`src/rtl/fb_pkg.sv`:
```
// fb_pkg: shared framebuffer constants, types and helpers for the VGA
// write path.
//   H_PIX/V_PIX        framebuffer geometry in pixels
//   COLOR_W            pixel width {r[3:0],g[3:0],b[3:0]}
//   ADDR_W             framebuffer address width
//   pixel_t            one pixel
//   cmd_e              decoded SPI command
//   fill_state_e       screen-fill sweep states
package fb_pkg;

    localparam int H_PIX   = 160;
    localparam int V_PIX   = 120;
    localparam int COLOR_W = 12;
    localparam int ADDR_W  = 15;
    localparam int FB_SIZE = H_PIX * V_PIX;

    localparam logic [7:0]        X_LIM     = 8'(H_PIX);
    localparam logic [7:0]        Y_LIM     = 8'(V_PIX);
    localparam logic [ADDR_W-1:0] LAST_ADDR = ADDR_W'(FB_SIZE - 1);

    typedef logic [COLOR_W-1:0] pixel_t;

    typedef enum logic [1:0] {CMD_NOP, CMD_WRITE, CMD_FILL} cmd_e;

    typedef enum logic [1:0] {IDLE, FILL, DRAIN} fill_state_e;

    // Any opcode other than WRITE/FILL is treated as a NOP.
    function automatic cmd_e decode_cmd(input logic [3:0] code);
        case (code)
            4'h1:    return CMD_WRITE;
            4'h2:    return CMD_FILL;
            default: return CMD_NOP;
        endcase
    endfunction

    // y*160 + x built from shifts: 160 = 128 + 32.
    function automatic logic [ADDR_W-1:0] xy_to_addr(input logic [7:0] x,
                                                     input logic [7:0] y);
        logic [ADDR_W-1:0] yw;
        logic [ADDR_W-1:0] xw;
        yw = ADDR_W'(y);
        xw = ADDR_W'(x);
        return (yw << 7) + (yw << 5) + xw;
    endfunction

endpackage

```
`src/rtl/spi_sync_edge.sv`:
```
// spi_sync_edge: brings the asynchronous SPI sck/sdi into the clk domain
// and produces single-cycle edge pulses for sck.
//   clk       system clock
//   reset     asynchronous active-low reset
//   sck, sdi  raw SPI inputs
//   sck_rise  one-cycle pulse on a synchronised rising sck edge
//   sck_fall  one-cycle pulse on a synchronised falling sck edge
//   sdi_sync  sdi through the same 2-flop depth as sck, so the bit seen
//             during sck_rise is the one the MCU held at that edge
module spi_sync_edge (
    input  logic clk,
    input  logic reset,
    input  logic sck,
    input  logic sdi,
    output logic sck_rise,
    output logic sck_fall,
    output logic sdi_sync
);

    logic sck_meta;
    logic sck_sync;
    logic sck_prev;
    logic sdi_meta;

    always_ff @(posedge clk or negedge reset) begin
        if (!reset) begin
            sck_meta <= 1'b0;
            sck_sync <= 1'b0;
            sck_prev <= 1'b0;
            sdi_meta <= 1'b0;
            sdi_sync <= 1'b0;
        end else begin
            sck_meta <= sck;
            sck_sync <= sck_meta;
            sck_prev <= sck_sync;
            sdi_meta <= sdi;
            sdi_sync <= sdi_meta;
        end
    end

    assign sck_rise = sck_sync & ~sck_prev;
    assign sck_fall = ~sck_sync & sck_prev;

endmodule

```
`src/rtl/spi_pixel_rx.sv`:
```
// spi_pixel_rx: mode-0 SPI slave front end of the VGA path. Receives
// 32-bit command frames {cmd,x,y,rgb}, turns them into framebuffer write
// strobes, runs a hardware screen-fill sweep and returns a status byte on
// sdo at the start of each frame.
//   clk        48 MHz system clock
//   reset      asynchronous active-low reset
//   sck/sdi    SPI clock/data from the MCU (sck idles low, MSB first)
//   sdo        status byte {fill_busy, pending, err_count[5:0]}, MSB first
//   wr_en      one-cycle framebuffer write strobe
//   wr_addr    y*H_PIX + x
//   wr_data    pixel colour
//   fill_busy  high while fill writes are on the port
//   err_count  dropped-command counter, saturating at 255
module spi_pixel_rx
    import fb_pkg::*;
#(
    parameter int TIMEOUT_CYC = 4800
) (
    input  logic              clk,
    input  logic              reset,
    input  logic              sck,
    input  logic              sdi,
    output logic              sdo,
    output logic              wr_en,
    output logic [ADDR_W-1:0] wr_addr,
    output pixel_t            wr_data,
    output logic              fill_busy,
    output logic [7:0]        err_count
);

    localparam int IDLE_W = $clog2(TIMEOUT_CYC + 1);

    logic              sck_rise;
    logic              sck_fall;
    logic              sdi_sync;

    logic [30:0]       shift_reg;
    logic [4:0]        bit_cnt;
    logic [IDLE_W-1:0] idle_cnt;
    logic [31:0]       frame;
    logic              frame_vld;
    logic [7:0]        status_sh;

    fill_state_e       state,      state_nxt;
    logic [ADDR_W-1:0] fill_addr,  fill_addr_nxt;
    pixel_t            fill_color, fill_color_nxt;
    logic              pend_valid, pend_valid_nxt;
    logic [ADDR_W-1:0] pend_addr,  pend_addr_nxt;
    pixel_t            pend_data,  pend_data_nxt;
    logic [7:0]        err_nxt;

    cmd_e              cmd;
    logic              in_range;
    logic              err_inc;
    logic              pend_issue;
    logic              issue_en;
    logic [ADDR_W-1:0] issue_addr;
    pixel_t            issue_data;

    spi_sync_edge u_sync (
        .clk      (clk),
        .reset    (reset),
        .sck      (sck),
        .sdi      (sdi),
        .sck_rise (sck_rise),
        .sck_fall (sck_fall),
        .sdi_sync (sdi_sync)
    );

    // Framing: the 32nd rising edge hands the full word to decode and wraps
    // bit_cnt. A long sck silence drops any partial frame so the next frame
    // starts aligned; the idle counter saturates at the threshold.
    always_ff @(posedge clk or negedge reset) begin
        if (!reset) begin
            shift_reg <= '0;
            bit_cnt   <= '0;
            idle_cnt  <= '0;
            frame     <= '0;
            frame_vld <= 1'b0;
        end else begin
            frame_vld <= 1'b0;
            if (sck_rise) begin
                shift_reg <= {shift_reg[29:0], sdi_sync};
                bit_cnt   <= bit_cnt + 5'd1;
                idle_cnt  <= '0;
                if (bit_cnt == 5'd31) begin
                    frame     <= {shift_reg, sdi_sync};
                    frame_vld <= 1'b1;
                end
            end else if (sck_fall) begin
                idle_cnt <= '0;
            end else if (idle_cnt == IDLE_W'(TIMEOUT_CYC)) begin
                bit_cnt <= '0;
            end else begin
                idle_cnt <= idle_cnt + IDLE_W'(1);
            end
        end
    end

    // Status keeps tracking live state while between frames, then shifts
    // one bit per falling edge once the frame is underway.
    always_ff @(posedge clk or negedge reset) begin
        if (!reset) begin
            status_sh <= '0;
        end else if (bit_cnt == 5'd0 && !sck_rise) begin
            status_sh <= {fill_busy, pend_valid, err_count[5:0]};
        end else if (sck_fall) begin
            status_sh <= {status_sh[6:0], 1'b0};
        end
    end

    assign sdo = status_sh[7];

    assign cmd      = decode_cmd(frame[31:28]);
    assign in_range = (frame[27:20] < X_LIM) && (frame[19:12] < Y_LIM);

    // Fill FSM and write-port arbitration. The sweep owns the port while in
    // FILL; otherwise a held pending write goes first. A WRITE that cannot
    // get the port waits in the single pending slot, which may be refilled
    // in the same cycle it drains.
    always_comb begin
        state_nxt      = state;
        fill_addr_nxt  = fill_addr;
        fill_color_nxt = fill_color;
        pend_valid_nxt = pend_valid;
        pend_addr_nxt  = pend_addr;
        pend_data_nxt  = pend_data;
        err_nxt        = err_count;
        err_inc        = 1'b0;
        pend_issue     = 1'b0;
        issue_en       = 1'b0;
        issue_addr     = '0;
        issue_data     = '0;

        unique case (state)
            FILL: begin
                issue_en   = 1'b1;
                issue_addr = fill_addr;
                issue_data = fill_color;
                if (fill_addr == LAST_ADDR) begin
                    state_nxt = DRAIN;
                end else begin
                    fill_addr_nxt = fill_addr + ADDR_W'(1);
                end
            end
            DRAIN: begin
                state_nxt  = IDLE;
                pend_issue = pend_valid;
            end
            default: begin
                pend_issue = pend_valid;
            end
        endcase

        if (pend_issue) begin
            issue_en       = 1'b1;
            issue_addr     = pend_addr;
            issue_data     = pend_data;
            pend_valid_nxt = 1'b0;
        end

        if (frame_vld) begin
            unique case (cmd)
                CMD_FILL: begin
                    state_nxt      = FILL;
                    fill_addr_nxt  = '0;
                    fill_color_nxt = frame[11:0];
                end
                CMD_WRITE: begin
                    if (!in_range) begin
                        err_inc = 1'b1;
                    end else if (!issue_en) begin
                        issue_en   = 1'b1;
                        issue_addr = xy_to_addr(frame[27:20], frame[19:12]);
                        issue_data = frame[11:0];
                    end else if (!pend_valid || pend_issue) begin
                        pend_valid_nxt = 1'b1;
                        pend_addr_nxt  = xy_to_addr(frame[27:20], frame[19:12]);
                        pend_data_nxt  = frame[11:0];
                    end else begin
                        err_inc = 1'b1;
                    end
                end
                default: begin
                end
            endcase
        end

        if (err_inc && err_count != 8'hFF) begin
            err_nxt = err_count + 8'd1;
        end
    end

    // fill_busy is registered alongside the write port so it lines up
    // exactly with the sweep's wr_en cycles.
    always_ff @(posedge clk or negedge reset) begin
        if (!reset) begin
            state      <= IDLE;
            fill_addr  <= '0;
            fill_color <= '0;
            pend_valid <= 1'b0;
            pend_addr  <= '0;
            pend_data  <= '0;
            err_count  <= '0;
            wr_en      <= 1'b0;
            wr_addr    <= '0;
            wr_data    <= '0;
            fill_busy  <= 1'b0;
        end else begin
            state      <= state_nxt;
            fill_addr  <= fill_addr_nxt;
            fill_color <= fill_color_nxt;
            pend_valid <= pend_valid_nxt;
            pend_addr  <= pend_addr_nxt;
            pend_data  <= pend_data_nxt;
            err_count  <= err_nxt;
            wr_en      <= issue_en;
            wr_addr    <= issue_addr;
            wr_data    <= issue_data;
            fill_busy  <= (state == FILL);
        end
    end

endmodule

```
`config.mk`:
```
export PLATFORM = sky130hd
export DESIGN_NAME = spi_pixel_rx
export DESIGN_NICKNAME = d
export VERILOG_FILES = /design/src/rtl/fb_pkg.sv /design/src/rtl/spi_sync_edge.sv /design/src/rtl/spi_pixel_rx.sv
export SDC_FILE = /design/constraint.sdc
export NUM_CORES = 1
export LEC_CHECK = 0
export ABC_AREA = 1
export CELL_PAD_IN_SITES_DETAIL_PLACEMENT = 1
export CELL_PAD_IN_SITES_GLOBAL_PLACEMENT = 2
export CORE_UTILIZATION = 35
export DETAILED_ROUTE_END_ITERATION = 10
export PLACE_DENSITY_LB_ADDON = 0.1
export SYNTH_ARGS = -nofsm -noshare
export SYNTH_HDL_FRONTEND = slang
export SYNTH_SLANG_ARGS = --single-unit
```
`constraint.sdc`:
```
create_clock -name clk -period 4.55 [get_ports clk]
set_input_delay 0.6825 -clock clk [delete_from_list [all_inputs] [get_ports clk]]
set_output_delay 0.6825 -clock clk [all_outputs]
set_load 0.1 [all_outputs]
```
==> results.md <==
* Outcome: finished, final reports clean
* Post-cts resize count at 0
* Biggest area consumer among synthesized cells: dfrtp_1
* Die Ht at 162 um
* Wirelength, routed at 22000 um
* Setup Total Neg Slack at 0 ns
* CTS H-Tree Depth at 4
* Number of CTS-inserted buffers at 17
* Die X-Extent at 162 um
* Worst-Skew Late Latency at 0.43 ns
* Max Transition Viols Final at 0
* Syn-to-layout area delta at 14.4%
* Nets at 1093
* Setup crit end kind: flop
* Worst-case vdd ir drop at 223 uV
* Placed Cells at 1369
* Place WS at 1.63 ns
* Synth Area per Inst at 8.67 sq um
* Fin util at 0.408
* Tot Pwr at 3.55 mW
* Worst setup path category: flop to flop
* Top-count cell post-synth: nand2_1
* Num rows at 58
* DP Area at 9610 sq um
* Vias in the first global route at 7171
* Worst r2r src: state[1]
* Clock transition at path regs at 0.08 ns
* Post-CTS Hold Fix Bufs at 0
* Initial antenna violation count at 0
* Number of nets with antenna violations after routing at 0
* Share of cells above drive strength 1 at 0.0645
* Top_reg_cell synth: dfrtp_1
* Max Freq at 351 MHz
* Max Root-Sink Buffers at 2
* Final worst path period need at 2.85 ns
* Hold Vio Cnt, Final at 0
* DRC viols at 0
* Hpwl dp at 14400 um
* First-pass GRT wire length at 37500 um
* Slew HR at 0.344
* Initial core utilization at 0.356
* DR WL/cell at 15.7 um
* Post-synth EDFFs at 0
* Global Route Usage Sum at 0.181
* RR Endpoint: pend_addr[11]
* Worst r2r path cells at 8
* CP required at 4.87 ns
* Setup Fix Bufs, Post-CTS at 0
* Setup WS post-layout at 1.70 ns
* Final instance area at 10200 sq um
* Initial DRC count at 280
* Critical Path AT at 3.17 ns
* Max_cap viols at 0
* RSZ-0062 raised after global routing: no
* Synth unique cells at 40
* Async SR Flop Fraction at 1.00
* Post-synthesis cell count at 1032
* Hold slack at 0.285 ns
* N_diodes at 0
* Share of the synthesized area in the top cell type at 0.529
* Critical path launch point: state[1]
* Die area at 26200 sq um
* Synthesized area at 8950 sq um
* CTS Sinks at 189
* Final cell count without fillers at 1400
* CTS tree: done
* Setup crit start kind: flop
* Core Area at 25100 sq um
* Tcrit/Tclk final at 0.627
* Syn Nets at 1067
* Sequential share of the synthesized area at 0.529
* Worst Path Max Fanout at 31
* Power per cell area at 347 nW/um^2
* Initial DRT Pass Iterations at 4
* Post-synth top cells: nand2_1, dfrtp_1, inv_1
* Synthesis Warnings at 0
* Final Wtd Congestion at 0.759
* Worst-margin pin slew at 0.982 ns
* Leak pwr at 5.18 nW
* Post-DR vias/cell at 4.84
* Synth top area cells: dfrtp_1, nand2_1, inv_1, o21ai_0, ha_1
* Setup-violating endpoint count in the final report at 0
* Largest net degree at the start of global routing at 95
* I/O Buffers at 41
* Total number of vias at 6781
* HP Class: input port to asynchronous set/reset pin
* Clock Root Buffer: clkbuf_16
* Remaining Overflow, GRT at 0
* R2r setup slk at 1.70 ns
* Yosys reg bits at 189
* # IOs at 42
* Critical path endpoint: pend_addr[11]
* Worst Skew at 0.0168 ns
* Max reg flops at 32
## worst max-delay path, cell delays in order, from the launching register on
cell and delay [ns]:
dfrtp_1 0.36, inv_1 0.06, ha_1 0.64, inv_4 0.15, ha_1 0.33, nand2_2 0.52
inv_2 0.44, nand2_1 0.17, nand2_1 0.05
## report_power, final
part	switching, mW	internal (mW)
clock network	0.669	0.937
registers	0.0367	1.73
logic	0.125	0.0496
total	0.830	2.72
## cell type report
type	instances	area, sq um
fill	2997	14900
sequential	189	4730
multi-input combinational	678	3530
inverter	126	475
timing repair buffer	46	464
clock buffer	18	439
tap	330	413
clock inverter	13	185
## kinds of logic (layout without fill, tap and decap cells)
logic type	Yosys count	count (layout)	synth area share
AOI/OAI and AO/OA	157	157	0.0982
xor gates and xnor gates	19	19	0.0186
adders and majority gates	31	31	0.0450
buffers and inverters	165	203	0.0779
DFF	189	189	0.529
and+or+nand+nor	471	471	0.232
## layer usage
| metal | vias up | global-route usage | wire [um] |
|---|---|---|---|
| li1 | 3366 | - | - |
| met1 | 3351 | 0.248 | 11100 |
| met2 | 51 | 0.298 | 10300 |
| met3 | 13 | 0.0317 | 404 |
| met4 | 0 | 0.0412 | 186 |
| met5 | - | 0 | 0 |
## layout by cell type (no fill, tap or decap), drive strengths merged
| cell type | netlist | layout |
|---|---|---|
| a21boi | 2 | 2 |
| a21oi | 13 | 13 |
| a22oi | 26 | 26 |
| xor2 | 15 | 15 |
| fa | 2 | 2 |
| o21ai | 107 | 107 |
| or2 | 1 | 1 |
| nor4 | 5 | 5 |
| o21a | 1 | 1 |
| nand3b | 1 | 1 |
| xnor2 | 4 | 4 |
| nand3 | 64 | 64 |
| ha | 29 | 29 |
| inv | 124 | 128 |
| clkinvlp | 0 | 2 |
| dfrtp | 189 | 189 |
| nand2 | 312 | 312 |
| nand4 | 19 | 19 |
| nor2 | 57 | 57 |
| o211ai | 6 | 6 |
| buf | 24 | 5 |
| clkdlybuf4s50 | 0 | 40 |
| bufinv | 0 | 4 |
| and3 | 1 | 1 |
| nor3 | 11 | 11 |
| o21bai | 2 | 2 |
| clkbuf | 15 | 19 |
| clkinv | 2 | 5 |
## worst min-delay path by stage
stage	to
floorplan	u_sync.sck_sync
global placement	u_sync.sck_sync
CTS	frame[18]
global route	u_sync.sck_sync
detailed placement	u_sync.sck_sync
finish	frame[18]
(Power assumes the default switching activity.)
